File: config.mk
export PLATFORM = sky130hd
export DESIGN_NAME = msrv32_ahb_master_arbiter
export DESIGN_NICKNAME = d
export VERILOG_FILES = /design/src/rtl/msrv32_ahb_master_arbiter.sv
export SDC_FILE = /design/constraint.sdc
export NUM_CORES = 1
export LEC_CHECK = 0
export CAP_MARGIN = 15
export CORE_AREA = 5 5 108 110
export DETAILED_ROUTE_END_ITERATION = 10
export DIE_AREA = 0 0 113 115
export PLACE_DENSITY_LB_ADDON = 0.08
export SLEW_MARGIN = 10
export SYNTH_ARGS = -nofsm -noshare
export SYNTH_HDL_FRONTEND = slang
export SYNTH_SLANG_ARGS = --single-unit
File: constraint.sdc
create_clock -name ms_riscv32_mp_clk_in -period 4.11 [get_ports ms_riscv32_mp_clk_in]
set_clock_uncertainty 0.1 [all_clocks]
set_input_delay 0.822 -clock ms_riscv32_mp_clk_in [delete_from_list [all_inputs] [get_ports ms_riscv32_mp_clk_in]]
set_output_delay 0.822 -clock ms_riscv32_mp_clk_in [all_outputs]
set_load 0.005 [all_outputs]
File: src/rtl/msrv32_ahb_master_arbiter.sv
// msrv32_ahb_master_arbiter
//   Shares one AHB-lite master port between the msrv32 instruction-fetch and
//   data-access requesters. Address phase is combinational from the current
//   requests; the data phase is tracked by an owner register so completions
//   (HREADY) are routed back to whichever requester issued the transfer.
//   Data wins arbitration unless fetch has lost STARVE_LIMIT grants in a row.
// Ports
//   ms_riscv32_mp_clk_in / ms_riscv32_mp_rst_in : clock, async active-high reset
//   i_* : fetch requester (req/addr in; gnt/rdata/ready/err out)
//   d_* : data requester (req/wr/addr/wdata/wmask in; gnt/rdata/ready/err out)
//   ahb_* : AHB-lite master port (haddr/htrans/hwrite/hsize/hwstrb/hwdata out;
//           hrdata/hready/hresp in)
module msrv32_ahb_master_arbiter #(
  parameter int unsigned STARVE_LIMIT = 4
) (
  input  logic        ms_riscv32_mp_clk_in,
  input  logic        ms_riscv32_mp_rst_in,
  input  logic        i_req_in,
  input  logic [31:0] i_addr_in,
  output logic        i_gnt_out,
  output logic [31:0] i_rdata_out,
  output logic        i_ready_out,
  output logic        i_err_out,
  input  logic        d_req_in,
  input  logic        d_wr_in,
  input  logic [31:0] d_addr_in,
  input  logic [31:0] d_wdata_in,
  input  logic [3:0]  d_wmask_in,
  output logic        d_gnt_out,
  output logic [31:0] d_rdata_out,
  output logic        d_ready_out,
  output logic        d_err_out,
  output logic [31:0] ahb_haddr_out,
  output logic [1:0]  ahb_htrans_out,
  output logic        ahb_hwrite_out,
  output logic [2:0]  ahb_hsize_out,
  output logic [3:0]  ahb_hwstrb_out,
  output logic [31:0] ahb_hwdata_out,
  input  logic [31:0] ahb_hrdata_in,
  input  logic        ahb_hready_in,
  input  logic        ahb_hresp_in
);

  localparam int unsigned CW = $clog2(STARVE_LIMIT + 1);

  typedef enum logic [1:0] {
    OWN_NONE  = 2'd0,
    OWN_INSTR = 2'd1,
    OWN_DATA  = 2'd2
  } own_e;

  own_e          dph_own;
  own_e          winner;
  logic [CW-1:0] starve_cnt;
  logic [31:0]   hwdata_q;
  logic          free;
  logic          starved;
  logic          done;

  assign free    = (dph_own == OWN_NONE) | ahb_hready_in;
  assign starved = (starve_cnt == CW'(STARVE_LIMIT));
  assign done    = (dph_own != OWN_NONE) & ahb_hready_in;

  // Gated by reset so that no grant or NONSEQ escapes while reset is held.
  always_comb begin
    winner = OWN_NONE;
    if (!ms_riscv32_mp_rst_in && free) begin
      if (starved && i_req_in)  winner = OWN_INSTR;
      else if (d_req_in)        winner = OWN_DATA;
      else if (i_req_in)        winner = OWN_INSTR;
    end
  end

  always_comb begin
    i_gnt_out      = 1'b0;
    d_gnt_out      = 1'b0;
    ahb_haddr_out  = '0;
    ahb_htrans_out = 2'b00;
    ahb_hwrite_out = 1'b0;
    ahb_hwstrb_out = '0;
    unique case (winner)
      OWN_DATA: begin
        d_gnt_out      = 1'b1;
        ahb_htrans_out = 2'b10;
        ahb_haddr_out  = d_addr_in;
        ahb_hwrite_out = d_wr_in;
        ahb_hwstrb_out = d_wr_in ? d_wmask_in : 4'b0000;
      end
      OWN_INSTR: begin
        i_gnt_out      = 1'b1;
        ahb_htrans_out = 2'b10;
        ahb_haddr_out  = i_addr_in;
      end
      default: ;
    endcase
  end

  assign ahb_hsize_out  = 3'b010;
  assign ahb_hwdata_out = hwdata_q;

  always_comb begin
    i_ready_out = 1'b0;
    i_rdata_out = '0;
    i_err_out   = 1'b0;
    d_ready_out = 1'b0;
    d_rdata_out = '0;
    d_err_out   = 1'b0;
    if (done && dph_own == OWN_INSTR) begin
      i_ready_out = 1'b1;
      i_rdata_out = ahb_hrdata_in;
      i_err_out   = ahb_hresp_in;
    end
    if (done && dph_own == OWN_DATA) begin
      d_ready_out = 1'b1;
      d_rdata_out = ahb_hrdata_in;
      d_err_out   = ahb_hresp_in;
    end
  end

  always_ff @(posedge ms_riscv32_mp_clk_in or posedge ms_riscv32_mp_rst_in) begin
    if (ms_riscv32_mp_rst_in) begin
      dph_own    <= OWN_NONE;
      starve_cnt <= '0;
      hwdata_q   <= '0;
    end else begin
      if (free) begin
        dph_own <= winner;
        if (winner == OWN_DATA && d_wr_in) hwdata_q <= d_wdata_in;
      end
      // winner is NONE while the bus is stalled, so the count only moves on grants.
      if (!i_req_in || winner == OWN_INSTR) starve_cnt <= '0;
      else if (winner == OWN_DATA && !starved) starve_cnt <= starve_cnt + CW'(1);
    end
  end

endmodule
* Word level (Yosys, flattened, before mapping)
Index checks and enable logic that the tools add are counted.
Word-level totals: register bits 37, output and inout bits 144, bits of input ports 139, logic and storage cells 45
Operators by class: mux-type cells 19, eq/ne operators 5, add/subtract/negate cells 1, bitwise logic cells 2, reduce and logical (&&, ||, !) cells 15
Operators by type and width (count):
- 32-bit two-way mux | 2
- 32-bit one-hot mux with 2 select lines | 1
- 1-bit two-way mux | 8
- 2-bit two-way mux | 4
- 4-bit two-way mux | 2
- 1-bit logical AND | 6
- 3-bit two-way mux | 2
- 2-bit by 1-bit == test with 1-bit output, second input constant | 2
- 2-bit == test, second input constant | 2
- 2-bit nonzero test | 2
- 3-bit by 1-bit adder with 3-bit output, second input constant | 1
- 3-bit == test, second input constant | 1
- 1-bit logical NOT | 3
- 2-bit logical NOT | 1
- 2-bit AND reduction | 1
- 2-bit OR reduction | 1
- 1-bit bitwise AND | 1
- 1-bit logical OR | 1
- 1-bit bitwise OR | 1

* Depth between registers and ports, before layout
Gate-level depths: netlist of run 1.
depth in word-level cells 8, gate-level depth with buffers 10, mapped depth without buffers 9

* Worst setup path after synthesis of run 1
Ideal clock, no wire load.
kind in2out, from in ms_riscv32_mp_rst_in, to out ahb_haddr_out[0], arrival 2887 ps, stages on the path 8, data required time 3188 ps, slack 301 ps, path buffers 2, cells stage by stage inv_1 -> nand4_1 -> inv_1 -> ha_1 -> buf_2 -> clkbuf_1 -> a22oi_1 -> nor2_1
Between the ends: longest elaborated chain between the ends 5, elaborated cells on any way between the ends 6, those cells by class eq/ne (2); mux (2); reduce/logical (2)
Ends and longest elaborated chain:
- start: declaration | line 17 | input logic ms_riscv32_mp_rst_in,
- 1-bit logical NOT (no line) (*)
- 1-bit logical AND (*) | line 67 | if (!ms_riscv32_mp_rst_in && free) begin
- 2-bit two-way mux (*) | line 67
- net winner[0] | line 53 | own_e winner;
- 2-bit by 1-bit == test with 1-bit output / 2-bit == test (equally long branches) | line 81 | unique case (winner)
- 32-bit one-hot mux with 2 select lines (*) | line 81
- end: declaration | line 33 | output logic [31:0] ahb_haddr_out,
The timed path passes the listed nets; every way through them passes the cells marked *.

* Worst setup path in the final report of run 1
from in ahb_hready_in, to out ahb_haddr_out[0]
Between the ends: longest elaborated chain between the ends 5, elaborated cells on any way between the ends 6, those cells by class eq/ne (2); mux (2); bitwise (1); reduce/logical (1)
Ends and longest elaborated chain:
- start: declaration | line 40 | input logic ahb_hready_in,
- 1-bit bitwise OR (*) | line 60 | assign free = (dph_own == OWN_NONE) | ahb_hready_in;
- 1-bit logical AND (*) | line 67
- 2-bit two-way mux (*) | line 67
- net winner[1] | line 53
- 2-bit by 1-bit == test with 1-bit output / 2-bit == test (equally long branches) | line 81
- 32-bit one-hot mux with 2 select lines (*) | line 81
Marks and branches as above.

==> results_dict.tcl, run 1 <==
set metrics [dict create \
    finalCriticalPeriod_ps 3940 \
    holdCritPathClass "flip-flop to flip-flop" \
    drv.max_cap_violation_count 0 \
    post-dp-hpwl_mm 9.52 \
    crit_required_ps 3190 \
    leak_pwr_nw 2.33 \
    route.antenna.remaining_nets 0 \
    edff_count_synth 0 \
    timing.critical_path.to_type "output port" \
    syn_area_um2 2660 \
    yosys.area.top_type_share_pct 34.9 \
    cts.path.max_buffers 2 \
    die_height_um 115 \
    clock-sinks 37 \
    yosysUniqueCellTypes 30 \
    cp_data_arrival_time_ps 3020 \
    grt.total_usage_pct 16.5 \
    flop_and_latch_count_out_of_synthesis 37 \
    maximum_net_fanout_on_the_critical_path 33 \
    postSynth.topFlopCell "sky130_fd_sc_hd__dfrtp_1" \
    syn_inst 270 \
    run_status "finished, final reports clean" \
    hold_viol 0 \
    async_reset_ff_share_pct 100 \
    io_buffers 278 \
    start_util_pct 25.0 \
    die_area_um2 13000 \
    seqCellArea_um2 926 \
    grt_busiest_layer "met2" \
    cts-buffers-inserted 5 \
    globalRouteOverflowTotal 0 \
    via_count 2936 \
    period_share_pct 96.0 \
    cpMostUsedCell "sky130_fd_sc_hd__clkdlybuf4s50_1" \
    power_per_cell_area_nw_per_um2 257 \
    gr_util_met2_pct 29.7 \
    critical_path.max_stage_delay_ps 540 \
    finalMaxSlewViolations 0 \
    die_width_um 113 \
    number_of_global_route_vias_before_repair 2936 \
    yosys.area.top_type "sky130_fd_sc_hd__dfrtp_1" \
    post_synth_main_area_contributors "sky130_fd_sc_hd__dfrtp_1, sky130_fd_sc_hd__mux2_4, sky130_fd_sc_hd__and2_1, sky130_fd_sc_hd__a22oi_1, sky130_fd_sc_hd__nor2_1" \
    drt_pass1_iterations 4 \
    grt_max_degree 39 \
    critPathSlowestCell "sky130_fd_sc_hd__clkdlybuf4s50_1" \
    drive_above_1_share_pct 10.2 \
    area_overhead_of_the_layout_relative_to_synthesis_pct 113 \
    post_drt_wl_per_cell_um 17.4 \
    cp_class "input port to output port" \
    count_of_yosys_warnings_during_synthesis 0 \
    number_of_antenna_violations_at_the_first_check_in_global_routing 0 \
    groute.layer.met3.usage_pct 4.79 \
    detailedRoute.firstIterationViolations 135 \
    ir_drop_uv 281 \
    finish.net_count 683 \
    clk_transition_reported_paths_ps 70 \
    clock_insertion_delay_worst_skew_ps 280 \
    seq_area_frac_synth_pct 34.9 \
    post_drt_via_cell_ratio 4.32 \
    drt_drc_violations_left 0 \
    clk_root_buffer_cell "sky130_fd_sc_hd__clkbuf_8" \
    antenna_cells 0 \
    io_pins 283 \
    core_area_um2 10600 \
    report.final.setup_viol 0 \
    row_count 38 \
    worstPathCellList "clkdlybuf4s50_1 > o21bai_4 > nand4_1 > inv_1 > ha_2 > buf_4 > nor2_1 > clkdlybuf4s50_1" \
    grt_pass1_wl_mm 17.0 \
    fin_setup_tns_ps 0 \
    global_route.usage.met1_pct 19.2 \
    multi_input_area_um2 1540 \
    synth.top_cells.by_count "sky130_fd_sc_hd__and2_1, sky130_fd_sc_hd__dfrtp_1, sky130_fd_sc_hd__nor2_1" \
    power.total_mw 1.45 \
    htree_levels 2 \
    gp_congestion 0.899 \
    cts_tree "done" \
    cts_hold_buf 0 \
    grt_setup_unrepaired "no" \
    syn_area_per_cell_um2 9.83 \
    achievable-frequency_ghz 0.254 \
    drt_wl_total_mm 11.8 \
    fillers 981 \
    synthMostInstantiatedCell "sky130_fd_sc_hd__and2_1" \
    cp-start-kind "input port" \
]
[stage by stage]
step | std cells | util (%) | hold WS (ps) | area, um2 | worst slack [ps]
after floorplan | 272 | - | 404 | 2660 | 301
after global placement | 670 | 52.2 | 394 | 5540 | 177
after detailed placement | 670 | 52.2 | 392 | 5540 | 109
after CTS | 678 | 53.0 | 416 | 5620 | 91.3
after global routing | 680 | 53.4 | 428 | 5670 | 9.84
final | 680 | 53.4 | 411 | 5670 | 166
[final timing paths]
path | start | slack, ps | depth (start not counted) | end
setup reg to reg | starve_cnt[0] | 1400 | 10 | ahb_hwdata_out[20]
max in group asynchronous | ms_riscv32_mp_rst_in | 2660 | 3 | ahb_hwdata_out[29]
hold / removal | ahb_hwdata_out[5] | 410 | 1 | ahb_hwdata_out[5]
setup / recovery | ahb_hready_in | 170 | 8 | ahb_haddr_out[0]
min in group asynchronous | ms_riscv32_mp_rst_in | 930 | 3 | ahb_hwdata_out[15]
hold reg to reg | ahb_hwdata_out[5] | 410 | 1 | ahb_hwdata_out[5]
[registers in the layout, summed over array words and instances, names as in the netlist]
name / count
ahb_hwdata_out: 32
starve_cnt: 3
dph_own: 2
[per-layer routing]
metal / routed length (um) / vias up
li1: - / 1438
met1: 4730 / 1337
met2: 5860 / 145
met3: 990 / 16
met4: 225 / 0
met5: 0 / -
[cell families (layout without fill, tap and decap cells)]
logic type               count (synthesis)  after routing  share of synthesized area (%)
buffers and inverters                   36            304                           7.87
other                                    2              4                          0.283
multiplexers                            33             33                           18.2
adder cells (fa/ha/maj)                  5              5                           2.36
AO/OA/AOI/OAI                           42             42                           12.3
AND/OR/NAND/NOR                        115            115                           24.1
flip-flops                              37             37                           34.9
[critical path, delay by kind of cell]
family                   cells  cell delay (ps)
buffers and inverters        4             1400
AND/OR/NAND/NOR              2              340
adder cells (fa/ha/maj)      1              270
AO/OA/AOI/OAI                1              180
[cell usage in the layout, fill, tap and decap left out, types with 2 or more instances in the layout]
| master | n |
|---|---|
| sky130_fd_sc_hd__clkbuf_8 | 5 |
| sky130_fd_sc_hd__o21ai_0 | 2 |
| sky130_fd_sc_hd__ha_1 | 3 |
| sky130_fd_sc_hd__clkinv_2 | 2 |
| sky130_fd_sc_hd__mux2_2 | 2 |
| sky130_fd_sc_hd__buf_12 | 3 |
| sky130_fd_sc_hd__mux2_4 | 30 |
| sky130_fd_sc_hd__o21a_1 | 2 |
| sky130_fd_sc_hd__nand4_1 | 2 |
| sky130_fd_sc_hd__buf_4 | 5 |
| sky130_fd_sc_hd__and2_1 | 66 |
| sky130_fd_sc_hd__and3_1 | 6 |
| sky130_fd_sc_hd__inv_1 | 9 |
| sky130_fd_sc_hd__clkdlybuf4s50_1 | 278 |
| sky130_fd_sc_hd__nor2_1 | 34 |
| sky130_fd_sc_hd__conb_1 | 4 |
| sky130_fd_sc_hd__a22oi_1 | 32 |
| sky130_fd_sc_hd__dfrtp_1 | 37 |
| sky130_fd_sc_hd__nor3b_1 | 2 |
[area by class of cell]
cell class	instances	area share (%)
inverters	9	0.596
clock buffers	6	1.28
repair buffers	287	51.3
well taps	140	3.09
clock inverters	2	0.177
flip-flops and latches	37	16.3
multi-input cells	199	27.2
[repair_timing]
action                                  in CTS  in global routing
endpoints found under the setup margin       0                 19
endpoints found under the hold margin        0                  0
gates resized for setup                      0                  3
setup buffers                                0                  1
[power breakdown]
group	switching (mW)	internal, mW	total [mW]
Combinational	0.191	0.497	0.688
Sequential	0.0590	0.464	0.523
Clock	0.126	0.118	0.243
No activity file was read; power rests on OpenSTA's default activity.
==> run 2, diff against run 1 <==
RECOVER_POWER = 25   (was default)
==> run 2 against run 1 <==
Effect of this change:
- the run now ends with capacitance limit, slew limit left
- sequential power about the same
- combinational power down 2%
- utilization about the same
- global-route usage unchanged
- via count down 0.10%
- design area about the same
- critical path type unchanged
- critical endpoint unchanged
- largest cell class unchanged
- largest power group unchanged
==> results_dict.tcl, run 2 (same netlist as run 1, synthesis figures left out) <==
set metrics [dict create \
    rr_endpoint "ahb_hwdata_out[20]" \
    maxSlewHeadroom_pct -28.5 \
    core_area_um2 10600 \
    die_width_um 113 \
    worst_r2r_startpoint "starve_cnt[0]" \
    min_path_cells 1 \
    final_layout_worst_hold_slack_ps 408 \
    detailedRoute.firstIterationViolations 135 \
    number_of_antenna_violations_at_the_first_check_in_global_routing 0 \
    violations "capacitance limit, slew limit" \
    drt_wl_total_mm 11.8 \
    grt_max_degree 39 \
    io_pins 283 \
    start_util_pct 25.0 \
    cp_data_arrival_time_ps 3020 \
    globalRouteOverflowTotal 0 \
    cts_tree "done" \
    fin_setup_tns_ps 0 \
    row_count 38 \
    drt_drc_violations_left 0 \
    routed-wl-met3_um 994 \
    post-dp-hpwl_mm 9.52 \
    die_height_um 115 \
    period_share_pct 96.0 \
    ir_drop_uv 280 \
    met2_length_mm 5.85 \
    clock-sinks 37 \
    run_status "finished, violations left" \
    worst_r2r_path_depth 10 \
    clock_insertion_delay_worst_skew_ps 280 \
    maximum_net_fanout_on_the_critical_path 33 \
    io_buffers 278 \
    grt.total_usage_pct 16.5 \
    layout.cells.most_common_list "sky130_fd_sc_hd__clkdlybuf4s50_1, sky130_fd_sc_hd__and2_1, sky130_fd_sc_hd__dfrtp_1" \
    drt_pass1_iterations 4 \
    cts-buffers-inserted 5 \
    most_common_cell_after_layout_fill_and_taps_aside "sky130_fd_sc_hd__clkdlybuf4s50_1" \
    post_drt_via_cell_ratio 4.31 \
    route.antenna.remaining_nets 0 \
    max_slew.worst_pin.slew_ps 1930 \
    finalCriticalPeriod_ps 3940 \
    routed.top_layer "met4" \
    power_per_cell_area_nw_per_um2 254 \
    htree_levels 2 \
    cp-start-kind "input port" \
    timing.hold.worst.start "ahb_hwdata_out[30]" \
    endpoint_of_the_worst_hold_path "ahb_hwdata_out[30]" \
    met1Wirelength_mm 4.72 \
    hold_viol 0 \
    finalMaxSlewViolations 38 \
    cpMostUsedCell "sky130_fd_sc_hd__clkdlybuf4s50_1" \
    drv.max_cap_violation_count 1 \
    drive_above_1_share_pct 10.0 \
    worstPathCellList "clkdlybuf4s50_1 > o21bai_4 > nand4_1 > inv_1 > ha_2 > buf_4 > nor2_1 > clkdlybuf4s50_1" \
    setup_slack_on_the_worst_flop_to_flop_path_ps 1410 \
    critical_path.max_stage_delay_ps 540 \
    timing.critical_path.from "ahb_hready_in" \
    flip_flop_count_of_the_largest_register_after_layout 32 \
    crit_required_ps 3190 \
    die_area_um2 13000 \
    finish.net_count 683 \
    clk_transition_reported_paths_ps 70 \
    achievable-frequency_ghz 0.254 \
    leak_pwr_nw 2.34 \
    grt_pass1_wl_mm 17.0 \
    report.final.setup_viol 0 \
    number_of_global_route_vias_before_repair 2936 \
    holdCritPathClass "flip-flop to flip-flop" \
    grt_setup_unrepaired "no" \
    via_count 2933 \
    clk_root_buffer_cell "sky130_fd_sc_hd__clkbuf_8" \
    antenna_cells 0 \
    timing.critical_path.to_type "output port" \
    gp_congestion 0.899 \
    area_overhead_of_the_layout_relative_to_synthesis_pct 113 \
    cp_class "input port to output port" \
    critPathSlowestCell "sky130_fd_sc_hd__clkdlybuf4s50_1" \
    post_drt_wl_per_cell_um 17.3 \
    cts.path.max_buffers 2 \
]
## run 2: changes by cell type in the layout (fill, tap and decap cells not counted)
cell                              delta
sky130_fd_sc_hd__buf_4               -1
sky130_fd_sc_hd__dlygate4sd3_1      +15
sky130_fd_sc_hd__clkdlybuf4s50_1    -15
sky130_fd_sc_hd__clkbuf_1            +1
## run 2: worst max path at each step
stage / end / slack (ps)
floorplan: ahb_haddr_out[0] / 300
global placement: ahb_hwrite_out / 180
detailed placement: ahb_haddr_out[19] / 110
CTS: ahb_haddr_out[19] / 90
global route: ahb_haddr_out[19] / 10
finish: ahb_haddr_out[0] / 170
## run 2: routing by layer
layer	track usage, %	vias to the layer above
li1	-	1438
met1	19.2	1334
met2	29.7	145
met3	4.79	16
met4	4.41	0
met5	0	-
## run 2: repair_timing
action | in CTS | in global routing
hold buffers | 0 | 0
setup buffers | 0 | 1
resized for setup | 0 | 3
endpoints found under the hold margin | 0 | 0
setup endpoints to repair | 0 | 19
## run 2: layout make-up
cell class	count	area, um2
inverter	9	33.8
tap	140	175
sequential	37	926
timing repair buffer	287	2900
fill	982	4940
multi-input combinational	199	1540
clock inverter	2	10.0
clock buffer	6	72.6
## run 2: per-stage QoR
step                power, mW  std cells  util (%)  setup slack (ps)  instance area (um2)
floorplan               0.774        272         -               301                 2660
global placement         1.22        670      52.2               177                 5540
detailed placement       1.22        670      52.2               109                 5540
CTS                      1.48        678      53.0              91.3                 5620
global route             1.52        680      53.4              9.84                 5660
finish                   1.44        680      53.4               166                 5660
## run 2: where the power goes
part           leakage [nW]  internal (mW)  switching [mW]
combinational          1.84          0.481           0.191
clock                0.0450          0.118           0.126
sequential            0.450          0.464          0.0569
## run 2: worst max-delay path, delay by kind of cell
family | cells | cell delay, ps
fa+ha+maj | 1 | 270
simple gates | 2 | 340
buf+inv | 4 | 1410
compound gates | 1 | 180
==> run 3, diff against run 2 <==
CAP_MARGIN = 20   (was 15)
==> results of run 3 <==
The final DEF is identical to that of run 2; final timing and power are the same.
